### src/rtl/prog_uart_rx.sv
// 8N1 UART receiver with a programmable bit period and a small receive FIFO.
// Mid-bit sampling is done by a down-counter that starts at half a bit after the start edge.
module prog_uart_rx #(
  parameter int unsigned CLK_DIV    = 868,
  parameter int unsigned FIFO_DEPTH = 4
) (
  input  logic        clk_i,
  input  logic        rst_i,
  input  logic        rx_i,
  input  logic        rd_en_i,
  output logic [31:0] rd_data_o,
  output logic        rd_valid_o,
  output logic        busy_o,
  output logic        frame_err_o,
  output logic        overflow_o
);

  // state     | meaning
  // IDLE      | line idle, waiting for a falling edge on rx_s
  // START     | half a bit in, confirming the start bit is still low
  // DATA      | sampling 8 data bits LSB-first, one per tick
  // STOP      | sampling the stop bit, pushing or flagging the byte
  // WAIT_IDLE | after a framing error, wait for the line to go high
  typedef enum logic [2:0] {
    S_IDLE,
    S_START,
    S_DATA,
    S_STOP,
    S_WAIT_IDLE
  } state_t;

  localparam int unsigned PTR_W     = (FIFO_DEPTH > 1) ? $clog2(FIFO_DEPTH) : 1;
  localparam int unsigned CNT_W     = PTR_W + 1;
  localparam logic [15:0] HALF_LOAD = 16'(CLK_DIV / 2 - 1);
  localparam logic [15:0] FULL_LOAD = 16'(CLK_DIV - 1);
  localparam logic [CNT_W-1:0] DEPTH_C = CNT_W'(FIFO_DEPTH);

  logic             r_rx_meta;
  logic             r_rx_s;
  state_t           r_state;
  logic [15:0]      r_bit_cnt;
  logic [2:0]       r_bit_idx;
  logic [7:0]       r_shift;
  logic             r_frame_err;
  logic             r_overflow;
  logic [PTR_W-1:0] r_wr_ptr;
  logic [PTR_W-1:0] r_rd_ptr;
  logic [CNT_W-1:0] r_count;
  logic [7:0]       r_mem [FIFO_DEPTH];

  state_t      w_state_nxt;
  logic [15:0] w_cnt_nxt;
  logic [2:0]  w_idx_nxt;
  logic [7:0]  w_shift_nxt;
  logic        w_tick;
  logic        w_stop_good;
  logic        w_stop_bad;
  logic        w_full;
  logic        w_empty;
  logic        w_pop;
  logic        w_push;
  logic        w_drop;

  always_ff @(posedge clk_i) begin
    if (rst_i) begin
      r_rx_meta <= 1'b1;
      r_rx_s    <= 1'b1;
    end else begin
      r_rx_meta <= rx_i;
      r_rx_s    <= r_rx_meta;
    end
  end

  assign w_tick = (r_state != S_IDLE) && (r_bit_cnt == 16'd0);

  always_comb begin
    w_state_nxt = r_state;
    w_cnt_nxt   = r_bit_cnt;
    w_idx_nxt   = r_bit_idx;
    w_shift_nxt = r_shift;
    w_stop_good = 1'b0;
    w_stop_bad  = 1'b0;
    if (r_state != S_IDLE) begin
      w_cnt_nxt = w_tick ? FULL_LOAD : (r_bit_cnt - 16'd1);
    end
    case (r_state)
      S_IDLE: begin
        if (!r_rx_s) begin
          w_state_nxt = S_START;
          w_cnt_nxt   = HALF_LOAD;
        end
      end
      S_START: begin
        if (w_tick) begin
          if (!r_rx_s) begin
            w_state_nxt = S_DATA;
            w_idx_nxt   = 3'd0;
          end else begin
            w_state_nxt = S_IDLE;
          end
        end
      end
      S_DATA: begin
        if (w_tick) begin
          w_shift_nxt = {r_rx_s, r_shift[7:1]};
          if (r_bit_idx == 3'd7) begin
            w_state_nxt = S_STOP;
          end else begin
            w_idx_nxt = r_bit_idx + 3'd1;
          end
        end
      end
      S_STOP: begin
        if (w_tick) begin
          if (r_rx_s) begin
            w_stop_good = 1'b1;
            w_state_nxt = S_IDLE;
          end else begin
            w_stop_bad  = 1'b1;
            w_state_nxt = S_WAIT_IDLE;
          end
        end
      end
      S_WAIT_IDLE: begin
        if (r_rx_s) begin
          w_state_nxt = S_IDLE;
        end
      end
      default: begin
        w_state_nxt = S_IDLE;
      end
    endcase
  end

  always_ff @(posedge clk_i) begin
    if (rst_i) begin
      r_state     <= S_IDLE;
      r_bit_cnt   <= 16'd0;
      r_bit_idx   <= 3'd0;
      r_shift     <= 8'd0;
      r_frame_err <= 1'b0;
      r_overflow  <= 1'b0;
    end else begin
      r_state   <= w_state_nxt;
      r_bit_cnt <= w_cnt_nxt;
      r_bit_idx <= w_idx_nxt;
      r_shift   <= w_shift_nxt;
      if (w_stop_bad) begin
        r_frame_err <= 1'b1;
      end
      if (w_drop) begin
        r_overflow <= 1'b1;
      end
    end
  end

  // A pop in the same cycle frees the slot, so a full FIFO still accepts the byte.
  assign w_full  = (r_count == DEPTH_C);
  assign w_empty = (r_count == '0);
  assign w_pop   = rd_en_i && !w_empty;
  assign w_push  = w_stop_good && (!w_full || w_pop);
  assign w_drop  = w_stop_good && w_full && !w_pop;

  always_ff @(posedge clk_i) begin
    if (rst_i) begin
      r_wr_ptr <= '0;
      r_rd_ptr <= '0;
      r_count  <= '0;
    end else begin
      if (w_push) begin
        r_wr_ptr <= r_wr_ptr + PTR_W'(1);
      end
      if (w_pop) begin
        r_rd_ptr <= r_rd_ptr + PTR_W'(1);
      end
      if (w_push && !w_pop) begin
        r_count <= r_count + CNT_W'(1);
      end else if (w_pop && !w_push) begin
        r_count <= r_count - CNT_W'(1);
      end
    end
  end

  always_ff @(posedge clk_i) begin
    if (w_push) begin
      r_mem[r_wr_ptr] <= r_shift;
    end
  end

  assign rd_valid_o  = !w_empty;
  assign rd_data_o   = w_empty ? 32'hFFFF_FFFF : {24'h0, r_mem[r_rd_ptr]};
  assign busy_o      = (r_state != S_IDLE);
  assign frame_err_o = r_frame_err;
  assign overflow_o  = r_overflow;

endmodule

### config.mk
export PLATFORM = sky130hd
export DESIGN_NAME = prog_uart_rx
export DESIGN_NICKNAME = d
export VERILOG_FILES = /design/src/rtl/prog_uart_rx.sv
export SDC_FILE = /design/constraint.sdc
export NUM_CORES = 1
export LEC_CHECK = 0
export CORE_UTILIZATION = 50
export CTS_CLUSTER_SIZE = 12
export DETAILED_ROUTE_END_ITERATION = 8
export PLACE_DENSITY = 0.77
export SLEW_MARGIN = 15
export SYNTH_ARGS = -nofsm -noshare
export SYNTH_HDL_FRONTEND = slang
export SYNTH_SLANG_ARGS = --single-unit
### constraint.sdc
create_clock -name clk_i -period 2.3 [get_ports clk_i]
set_input_delay 0.345 -clock clk_i [delete_from_list [all_inputs] [get_ports clk_i]]
set_output_delay 0.345 -clock clk_i [all_outputs]
set_load 0.05 [all_outputs]
==> After elaboration in Yosys (flattened, before gate mapping) <==
Memory sizes are Yosys's and may differ from the RTL's. A register that Yosys moved wholly into a read port is not among the register bits.
Index checks and enable logic that the tools add are counted.
{ "totals": {"out_inout_bits": 36, "input_bits": 4, "regBits": 41, "ramBits": 32, "wordCells": 84, "n_memories": 1} }
{ "memory_table": {"columns": ["name", "depth", "width", "rd", "rd_ports_with_merged_regs", "wr", "line", "text"], "rows": [
  ["r_mem", 4, 8, 1, 1, 1, "49", "logic [7:0] r_mem [FIFO_DEPTH];"]
]} }
{ "op_classes": {"n_addsub": 6, "muxes": 31, "n_reduce_logical": 21, "eq_ne": 14} }
{ "op_table": {"columns": ["cell", "n"], "rows": [
  ["16-bit two-way mux", 4],
  ["3-bit two-way mux", 13],
  ["32-bit two-way mux", 1],
  ["16-bit zero test", 1],
  ["2-bit != test (second input constant)", 8],
  ["16-bit by 1-bit subtractor with 16-bit output (second input constant)", 1],
  ["3-bit one-hot mux with 5 select lines", 1],
  ["3-bit equality test (second input constant)", 3],
  ["1-bit two-way mux", 8],
  ["1-bit logical AND", 7],
  ["3-bit by 1-bit adder with 3-bit output (second input constant)", 2],
  ["3-bit by 2-bit equality test with 1-bit output (second input constant)", 2],
  ["3-bit zero test", 2],
  ["2-bit two-way mux", 3],
  ["3-bit one-hot mux with 2 select lines", 1],
  ["6-bit AND reduction", 1],
  ["5-bit AND reduction", 1],
  ["2-bit by 1-bit adder with 2-bit output (second input constant)", 2],
  ["1-bit zero test", 4],
  ["2-bit nonzero test", 2],
  ["3-bit by 1-bit equality test with 1-bit output (second input constant)", 1],
  ["3-bit nonzero test", 1],
  ["3-bit by 1-bit subtractor with 3-bit output (second input constant)", 1],
  ["2-bit AND reduction", 1],
  ["1-bit logical OR", 1]
]} }

==> Longest topological paths before layout <==
Gate-level depths: netlist of the first run.
{ "depth": {"depth_word": 9, "mapped_depth": 11, "mapped_depth_nobuf": 11} }

==> Worst setup path after synthesis of the first run <==
OpenSTA, ideal clock, no wires.
{ "synth_path": {"kind": "register to register", "startpoint": "register r_bit_cnt[8]", "endpoint": "register r_count[2]", "synth_period_minus_slack_ns": 2.402, "t_required_ns": 2.229, "stages_incl_launch_ff": 11, "setup_time_ns": 0.071, "slack_ns": -0.102, "arrival_ns": 2.331, "n_path_buf": 1, "cell_sequence": "dfxtp_1 -> buf_6 -> nor4_1 -> nand4_1 -> nor2_1 -> ha_1 -> inv_1 -> fa_1 -> xor2_1 -> or3_1 -> a21oi_1"} }
{ "synth_via": {"elab_chain_len": 8, "word_cells_on_any_way": 10, "classes_between": "3 x mux; 7 x reduce/logical"} }
{ "synth_rtl": {"columns": ["element", "line", "text"], "rows": [
  ["start: declaration", "41", "logic [15:0] r_bit_cnt;"],
  ["start signal: assignment", "145", "r_bit_cnt <= w_cnt_nxt;"],
  ["16-bit zero test *", "74", "assign w_tick = (r_state != S_IDLE) && (r_bit_cnt == 16'd0);"],
  ["1-bit logical AND *", "74", null],
  ["1-bit two-way mux *", "114", "if (w_tick) begin"],
  ["1-bit two-way mux *", "86", "case (r_state)"],
  ["1-bit logical AND *", "161", "assign w_push = w_stop_good && (!w_full || w_pop);"],
  ["named net w_push", "61", "logic w_push;"],
  ["1-bit zero test", "178", "end else if (w_pop && !w_push) begin"],
  ["1-bit logical AND", "178", null],
  ["2-bit nonzero test (no line)", null, null],
  ["end signal: assignment", "177", "r_count <= r_count + CNT_W'(1);"],
  ["end signal: assignment", "179", "r_count <= r_count - CNT_W'(1);"],
  ["end: declaration", "48", "logic [CNT_W-1:0] r_count;"]
]} }
Mark *: on every way through the listed nets, which the timed path passes. The rest lies on a longest branch.
A chain may end at the register's enable or synchronous reset.

==> Worst setup path in the final report of the first run <==
{ "layout_path": {"startpoint": "register r_bit_cnt[6]", "endpoint": "register r_count[2]"} }
The elaborated chain is that of the path after synthesis.

==> results of run 1 <==
routing by layer:
layer	wire length, µm	GRT usage, %	up-vias	part of all wire, %
met1	3030	26.1	1185	43
met4	125	9.09	0	1.8
met2	3430	35.3	100	49
met3	389	4.77	11	5.6
li1	-	-	1168	-
met5	0	0	-	0
Yosys cell counts (all sizes together), types with 3 or more instances:
master,instances
a31oi,4
o21ai,7
or4,5
inv,11
nand3,3
nor3,6
ha,9
nand4,6
nor4,6
and2,5
or2,10
mux4,8
buf,30
clkbuf,6
nor4b,3
nand2,12
o31ai,4
mux2i,7
a21oi,14
dfxtp,43
nor2,18
or3,6
xor2,9
edfxtp,32
final timing paths:
path / startpoint / to / slack [ns]
setup / recovery: r_bit_cnt[6] / r_count[2] / 0.03
hold / removal: r_rx_meta / r_rx_s / 0.42
setup reg to reg: r_bit_cnt[6] / r_count[2] / 0.03
hold reg to reg: r_rx_meta / r_rx_s / 0.42
power by group through the flow:
stage | clock (W) | sequential (W) | combinational (W)
detailed placement | 0 | 0.00153 | 0.00462
CTS | 0.00118 | 0.00150 | 0.00464
finish | 0.00116 | 0.00151 | 0.00474
global placement | 0 | 0.00152 | 0.00457
global route | 0.00123 | 0.00151 | 0.00490
floorplan | 0 | 0.00151 | 0.00283
sequential cells by signal, summed over array words and instances, names as in the netlist, named ones only:
register,count
r_bit_cnt,16
r_count,3
overflow_o,1
r_bit_idx,3
r_mem,32
r_shift,8
frame_err_o,1
r_wr_ptr,2
r_rx_meta,1
r_rx_s,1
r_rd_ptr,2
r_state,3
final cells by class:
type	count	share of cell area, %
inverter	11	0.897
sequential	75	39.7
clock buffer	9	2.69
tap	77	2.09
multi-input combinational	172	30.0
clock inverter	7	2.34
timing repair buffer	76	22.2
per-stage QoR:
stage	std cells	setup WS (ns)	util (%)	hold WS (ns)
floorplan	294	0.00205	-	0.389
global placement	400	-0.182	65.1	0.395
detailed placement	400	-0.325	65.1	0.399
CTS	426	0.00321	70.2	0.421
global route	427	-0.128	70.9	0.460
finish	427	0.0336	70.9	0.416
repair_timing:
item	4_1_cts	5_1_grt
resized for setup	8	6
cloned	0	1
endpoints found under the setup margin	1	13
pin swaps	7	4
setup buffers	10	1
worst max-delay path: stages, from the launching register on:
cell     delay (ns)
dfxtp_1        0.35
nor3_2         0.30
nand4_1        0.18
nor2_2         0.17
ha_2           0.19
inv_1          0.05
fa_2           0.33
xor2_1         0.16
or3_1          0.33
a21oi_1        0.13
kinds of logic after synthesis:
group,Yosys count,share of synthesized area (%)
AOI/OAI and AO/OA,47,9.08
xor gates and xnor gates,10,2.55
adders and majority gates,10,3.87
buffers and inverters,47,8.32
DFF,75,53.1
muxes,16,7.62
and+or+nand+nor,89,15.4
==> run summary, run 1 <==
YOSYS
--------------------------------------------------------------------------------------------------
Post-synth cell types                                                                           56
Area of the mapped netlist                                                                3430 µm²
Biggest area contributors in the synthesized netlist                                  edfxtp_1 (28%), dfxtp_1 (25%), buf_4 (5.3%), mux4_2 (5.3%), ha_1 (3.3%)
Synthesized netlist cell count                                                                 294
Sequential area share after synthesis                                                        53.1%
Synth async-reset ratio                                                                         0%
Flop and latch count out of synthesis                                                           75
Post-Syn Area per Cell                                                                    11.7 µm²
Commonest register cell after synthesis                                                    dfxtp_1
Biggest area consumer among synthesized cells                                             edfxtp_1
Fraction of post-synthesis cell area in the top cell type by area                            28.0%
Synthesized netlist net count                                                                  308
Number of warnings printed during yosys synthesis                                                0
Number of synthesized flops with an enable pin                                                  32

TIMING
--------------------------------------------------------------------------------------------------
Final period demand of the worst path                                                      2.27 ns
Setup_tns                                                                                     0 ns
Highest clock frequency the design can meet                                              0.441 GHz
Relative slew slack                                                                          64.4%
Setup repair after global routing missed its margin                                            yes
Number of hold violations in the final report                                                    0
Pin slew with the least headroom to its limit                                             0.529 ns
Portion of the clock cycle consumed by the worst path in the final layout                    98.5%
Setup violation total in the final timing report                                                 0
Pins Over Slew Limit                                                                             0
Clock skew after layout                                                                 0.00729 ns

PWR
--------------------------------------------------------------------------------------------------
Cell Pwr Density                                                                       1610 nW/µm²
Leakage Power                                                                              1.83 nW
Switching part of the total power                                                            42.9%
Maximum vdd drop                                                                          0.816 mV
Post-layout power                                                                        0.00740 W
Clock power frac                                                                             15.7%
Portion of total power attributed to combinational logic                                     64.0%
Part of the total power dissipated in sequential elements                                    20.3%
Switching Power                                                                          0.00318 W
Power Internal                                                                           0.00422 W

CRITICAL PATH
--------------------------------------------------------------------------------------------------
Worst Path Arrival                                                                         2.54 ns
WP data required                                                                           2.58 ns
CP Capture Type                                                                               flop
Type of the worst setup path                                                          flop to flop
CP startpoint kind                                                                            flop
Worst reg-to-reg path cell count                                                                 9
Worst-path maximum fanout                                                                        4

FINAL LAYOUT
--------------------------------------------------------------------------------------------------
Combined area of the multi-input logic cells                                              1380 µm²
Nets@finish                                                                                    359
Register area                                                                             1830 µm²
Top library cells by usage in the layout, fill and taps aside                         dfxtp_1 (40), buf_4 (35), buf_12 (33)
Area added between synthesis and finish                                                      34.2%
Antenna diodes                                                                                   0
Share of post-route cells with drive strength above 1                                        35.7%
Most common library cell in the layout ignoring fill and taps                              dfxtp_1
Filler Cells Inserted                                                                          423
Design Area, Final                                                                        4600 µm²

ROUTE
--------------------------------------------------------------------------------------------------
Final wirelength                                                                           6.98 mm
Total via count in the routed design                                                         2,464
Routed wirelength normalized by instance count                                             16.3 µm
Detailed router's first-iteration violation count                                               96
Number of vias per cell                                                                       5.77
Residual DRC                                                                                     8
Detail Route Antenna Nets                                                                        0
First-pass iteration count of the detailed router                                                8

FLOORPLANNING
--------------------------------------------------------------------------------------------------
Placement row count                                                                             29
Initial core utilization                                                                     52.8%
Vertical die dimension                                                                     84.8 µm
Total die area                                                                            7190 µm²
Die X                                                                                      84.8 µm
I/O Pins                                                                                        40
Area of the core region                                                                   6490 µm²

PLACED DESIGN
--------------------------------------------------------------------------------------------------
Dpl hpwl                                                                                   4.70 mm
Port Buffers                                                                                    39
RD Place Congestion                                                                          0.840
Cell area reported after detailed placement                                               4230 µm²

CLOCKING
--------------------------------------------------------------------------------------------------
Source-to-sink clock delay at the later pin of the worst-skew pair                         0.35 ns
Hold buffer count at CTS                                                                         0
Depth of the CTS H-tree                                                                          3
CTS tree                                                                                     built
Root buffer cell                                                                          clkbuf_8
Buffer depth of the longest clock path                                                           2
Number of buffers created by CTS                                                                 9
Clock sinks                                                                                     75
Clock transition time at the flip-flop clock pins of the worst setup and hold paths        0.09 ns

GLOBAL ROUTE
--------------------------------------------------------------------------------------------------
Total routing resource utilization after global routing                                      21.0%
Vias in the first global route                                                               2,431
Total grt overflow                                                                               0
Initial antenna violation count                                                                  0
Maximum number of pins on one net before global-route repair                                    33
Global-route wire length before repair                                                     11.6 mm

OUTCOME
--------------------------------------------------------------------------------------------------
Violated checks                                                                       design-rule violations
Run status                                                                            complete, but fails checks

HOLD PATH
--------------------------------------------------------------------------------------------------
Class of the most critical hold timing path                                           flop to flop
Cell depth of the worst min-delay path                                                           1

JOB
--------------------------------------------------------------------------------------------------
Max-cap check violation count                                                                    0

No activity file was read; power rests on OpenSTA's default activity.
==> inputs of run 2 (changes only) <==
--- a/config.mk
+++ b/config.mk
@@ -5,6 +5,7 @@
 export SDC_FILE = /design/constraint.sdc
 export NUM_CORES = 1
 export LEC_CHECK = 0
+export ABC_CLOCK_PERIOD_IN_PS = 2300
 export CORE_UTILIZATION = 50
 export CTS_CLUSTER_SIZE = 12
 export DETAILED_ROUTE_END_ITERATION = 8
==> results of run 2 <==
Same layout as run 1: the final DEF is identical, and so are final timing and power.
